File: config.mk
export PLATFORM = sky130hd
export DESIGN_NAME = organ_note_sequencer
export DESIGN_NICKNAME = d
export VERILOG_FILES = /design/src/rtl/organ_note_sequencer.sv
export SDC_FILE = /design/constraint.sdc
export NUM_CORES = 1
export LEC_CHECK = 0
export CORE_ASPECT_RATIO = 0.7
export CORE_MARGIN = 5
export CORE_UTILIZATION = 50
export CTS_BUF_LIST = sky130_fd_sc_hd__clkbuf_8
export CTS_CLUSTER_SIZE = 28
export DETAILED_ROUTE_END_ITERATION = 6
export PLACE_DENSITY = 0.8
export SETUP_SLACK_MARGIN = 0.3
export SLEW_MARGIN = 20
export SYNTH_ARGS = -nofsm -noshare
export SYNTH_HDL_FRONTEND = slang
export SYNTH_SLANG_ARGS = --single-unit
File: constraint.sdc
create_clock -name inclk -period 4.95 [get_ports inclk]
set_input_delay 0.99 -clock inclk [delete_from_list [all_inputs] [get_ports inclk]]
set_output_delay 0.99 -clock inclk [all_outputs]
set_load 0.005 [all_outputs]
File: src/rtl/organ_note_sequencer.sv
// organ_note_sequencer: picks divider count and tone gate from live switches or a stored 16-step pattern
module organ_note_sequencer #(
  parameter int TICK_CYCLES = 12_500_000
) (
  input  logic        inclk,
  input  logic        Reset_n,
  input  logic [7:0]  note_sw,
  input  logic        wr_en,
  input  logic [3:0]  wr_addr,
  input  logic [7:0]  wr_data,
  input  logic [3:0]  seq_len,
  input  logic        loop,
  input  logic        start,
  input  logic        stop,
  output logic [31:0] div_clk_count,
  output logic        tone_en,
  output logic [3:0]  step_idx,
  output logic        busy,
  output logic        done
);
  localparam logic [1:0] ST_IDLE = 2'd0, ST_LOAD = 2'd1, ST_PLAY = 2'd2;
  localparam int TW = TICK_CYCLES > 1 ? $clog2(TICK_CYCLES) : 1;
  localparam logic [31:0] NOTE_TAB [8] = '{32'd47800, 32'd42588, 32'd37935, 32'd35816,
                                           32'd31927, 32'd28408, 32'd25328, 32'd23900};
  logic [1:0]    state;
  logic [7:0]    ram [16];
  logic [7:0]    entry;
  logic [7:0]    rd_data;
  logic [TW-1:0] tick_cnt;
  logic [3:0]    dur_cnt;
  logic [2:0]    sw_note;
  logic          tick_last, step_end;
  assign rd_data   = ram[step_idx];
  assign tick_last = tick_cnt == TW'(TICK_CYCLES - 1);
  assign step_end  = tick_last && dur_cnt == entry[3:0];
  assign busy      = state != ST_IDLE;
  // lowest set switch wins
  always_comb begin
    sw_note = 3'd0;
    for (int i = 7; i >= 0; i--) if (note_sw[i]) sw_note = 3'(i);
  end
  // pattern RAM; a LOAD in the same cycle as a write sees the old entry
  always_ff @(posedge inclk or negedge Reset_n) begin
    if (!Reset_n) for (int i = 0; i < 16; i++) ram[i] <= 8'h00;
    else if (wr_en) ram[wr_addr] <= wr_data;
  end
  // sequencer FSM and registered divider outputs
  always_ff @(posedge inclk or negedge Reset_n) begin
    if (!Reset_n) begin
      state         <= ST_IDLE;
      entry         <= 8'h00;
      tick_cnt      <= '0;
      dur_cnt       <= 4'd0;
      step_idx      <= 4'd0;
      div_clk_count <= 32'd0;
      tone_en       <= 1'b0;
      done          <= 1'b0;
    end else begin
      done <= 1'b0;
      if (state == ST_IDLE) begin
        tone_en <= |note_sw;
        if (|note_sw) div_clk_count <= NOTE_TAB[sw_note];
        if (start && !stop) begin
          state    <= ST_LOAD;
          step_idx <= 4'd0;
        end
      end else if (stop) begin
        state   <= ST_IDLE;
        tone_en <= 1'b0;
      end else if (state == ST_LOAD) begin
        entry         <= rd_data;
        tick_cnt      <= '0;
        dur_cnt       <= 4'd0;
        div_clk_count <= NOTE_TAB[rd_data[6:4]];
        tone_en       <= !rd_data[7];
        state         <= ST_PLAY;
      end else begin
        tick_cnt <= tick_last ? '0 : tick_cnt + 1'b1;
        if (tick_last) dur_cnt <= dur_cnt + 4'd1;
        if (step_end) begin
          if (step_idx < seq_len) begin
            step_idx <= step_idx + 4'd1;
            state    <= ST_LOAD;
          end else if (loop) begin
            step_idx <= 4'd0;
            state    <= ST_LOAD;
          end else begin
            state   <= ST_IDLE;
            done    <= 1'b1;
            tone_en <= 1'b0;
          end
        end
      end
    end
  end
endmodule

==> summary.md <==
| Metric | Value |
|---|---|
| Final-stage net count | 880 |
| Pins Over Slew Limit | 0 |
| DP Area | 9970 um2 |
| GR Util met1 | 30.6% |
| Non-Filler Instances | 1079 |
| Status | finished clean |
| Worst Path Arrival | 2.46 ns |
| Initial Utilization | 51.3% |
| DRC Markers | 0 |
| Routed length per instance | 19.8 um |
| Critical Path Start Type | flop |
| TritonCTS Buffers | 17 |
| Placed Cells incl. Taps | 1047 |
| 1st-iter DRT viols | 623 |
| Achievable Freq | 290 MHz |
| Largest net degree at the start of global routing | 103 |
| Diode count | 0 |
| Rel. slew slack | 20.0% |
| Met3 Resource Use GR | 4.10% |
| Clock sinks | 183 |
| Post-CTS setup buffers | 0 |
| Worst Tran Pin Value | 1.20 ns |
| Yosys cell types | 56 |
| VDD IR max | 0.000250 V |
| Leakage power | 4.35 nW |
| H-tree Lvls | 4 |
| PostCTS Resize Cnt | 0 |
| Port buffer count | 52 |
| CTS tree | done |
| Setup tns final | 0 ns |
| Worst Clk Skew | 0.0169 ns |
| Deepest clock path buffer count | 2 |
| Remaining Overflow, GRT | 0 |
| Critical path required time | 3.96 ns |
| Crit path max fanout | 26 |
| Avg Cell Area, Syn | 11.7 um2 |
| Drt pass-1 iters | 7 |
| Crit path kind | flop to output pin |
| Via count | 6555 |
| Max-cap violations | 0 |
| Register area share after synthesis | 49.0% |
| Post-synth top flop | dfrtp_1 |
| First-pass GRT wire length | 35600 um |
| Number of synthesized flops with an enable pin | 0 |
| GRT busiest layer | met2 |
| Core Area | 18200 um2 |
| Post-route cell area | 10400 um2 |
| Seq cells post-synth | 183 |
| Most frequent cells in the layout | dfrtp_1, mux2_2, nand2_1 |
| Clock-pin slew on the worst setup and hold paths | 0.10 ns |
| CP endpoint kind | output pin |
| Die height | 124 um |
| Minimum clock period | 3.45 ns |
| Layout cell share with drive strength beyond 1 | 23.7% |
| Number of global-route vias before repair | 6445 |
| Remaining antenna violation count after routing | 0 |
| Die ar. | 21600 um2 |
| Row count | 41 |
| Die Width | 173 um |
| P&R area growth vs syn | 11.2% |
| Synth Instances | 797 |
| Worst Hold Class | flop to flop |
| CTS Root Buffer Type | clkbuf_8 |
| Hold-fix buffers at CTS | 0 |
| Async SR Flop Fraction | 100% |
| Overall Power | 4.29 mW |
| Most common cell after layout, fill and taps aside | dfrtp_1 |
| Post-DP HPWL | 14200 um |
| Post-Syn Area | 9350 um2 |
| IO Pins | 69 |
| RSZ-0062 raised after global routing | false |
| Tot GR Track Use | 20.4% |
| WL final | 21300 um |
| Global routing met2 resource utilization | 30.7% |
| Period utilization | 69.8% |
| PD cells | 413 nW/um2 |
| Initial antenna violation count | 0 |
| Final setup fails | 0 |
| Ys Warns | 0 |
| Clk Latency, worst-skew pair | 0.48 ns |
| GPL Wtd Cong | 0.886 |
| Vias per cell | 6.08 |
| Final Hold Fails | 0 |
synthesized netlist by cell type, types with 4 or more instances:
library cell	instances	share of area, %
buf_2	9	0.48
nand2_1	65	2.6
nand2b_1	9	0.60
mux2i_1	22	2.4
o21ai_1	6	0.32
nor4_1	4	0.27
a21oi_1	24	1.3
o22ai_1	7	0.47
mux2_2	128	15
ha_1	20	2.7
o21a_1	4	0.32
dfrtp_1	183	49
o21ai_0	50	2.7
a221oi_1	6	0.56
and3_1	8	0.54
nand4_1	9	0.60
a21o_1	5	0.40
a31oi_1	11	0.74
clkbuf_1	29	1.2
nand3b_1	7	0.56
o31ai_1	10	0.80
inv_1	17	0.68
buf_4	17	1.4
mux4_2	26	6.3
nor2_1	43	1.7
nand3_1	21	1.1
xnor2_1	6	0.56
o211ai_1	4	0.32
sequential cells by signal, indices dropped and copies added (netlist names), 2 cells and up:
register and flops:
state 2, div_clk_count 15, tick_cnt 24, step_idx 4
entry 4, ram 128, dur_cnt 4
critical path: stages (launching register included):
cell,delay [ns]
dfrtp_2,0.85
buf_4,0.51
clkdlybuf4s50_1,0.62
logic make-up (layout without fill, tap and decap cells):
family / after synthesis / count (layout) / synth area share, %
flip-flops: 183 / 183 / 49.0
other: 1 / 16 / 0.0401
XOR/XNOR: 6 / 6 / 0.562
buffers and inverters: 76 / 107 / 4.02
multiplexers: 176 / 176 / 24.0
AO/OA/AOI/OAI: 145 / 145 / 9.60
AND/OR/NAND/NOR: 190 / 190 / 10.1
adder cells (fa/ha/maj): 20 / 20 / 2.68
final cells by class:
type	count	area, um2
clock buffer	18	248
clock inverter	14	178
fill	1472	7820
inverter	18	67.6
multi-input combinational	553	4450
sequential	183	4580
tap	236	295
timing repair buffer	57	572
path summary, 6_finish.rpt:
path,startpoint,to,slack [ns],cells past startpoint
max,step_idx[0],step_idx[0],1.50,2
min,tick_cnt[19],tick_cnt[19],0.49,1
max reg2reg,step_idx[0],div_clk_count[11],1.92,10
min reg2reg,tick_cnt[19],tick_cnt[19],0.49,1
max in group asynchronous,Reset_n,ram[82],3.35,2
min in group asynchronous,Reset_n,div_clk_count[3],0.60,1
stage by stage:
stage | setup WS (ns) | hold slack (ns) | utilization, %
floorplan | 2.29 | 0.443 | -
global placement | 1.65 | 0.459 | 54.7
detailed placement | 1.60 | 0.477 | 54.7
CTS | 1.42 | 0.494 | 57.1
global route | 1.33 | 0.514 | 57.1
finish | 1.50 | 0.489 | 57.1
per-layer routing:
metal | wire [um] | vias to the layer above | share of wire (%)
li1 | - | 2962 | -
met1 | 10100 | 3313 | 47
met2 | 9740 | 261 | 46
met3 | 1330 | 19 | 6.2
met4 | 178 | 0 | 0.84
met5 | 0 | - | 0
report_power, final:
group	total (mW)	internal, mW	switching (mW)
Clock	1.09	0.486	0.602
Sequential	2.04	1.81	0.227
Combinational	1.16	0.594	0.564
Total	4.29	2.89	1.39
Power figures use the tool's default switching activity.
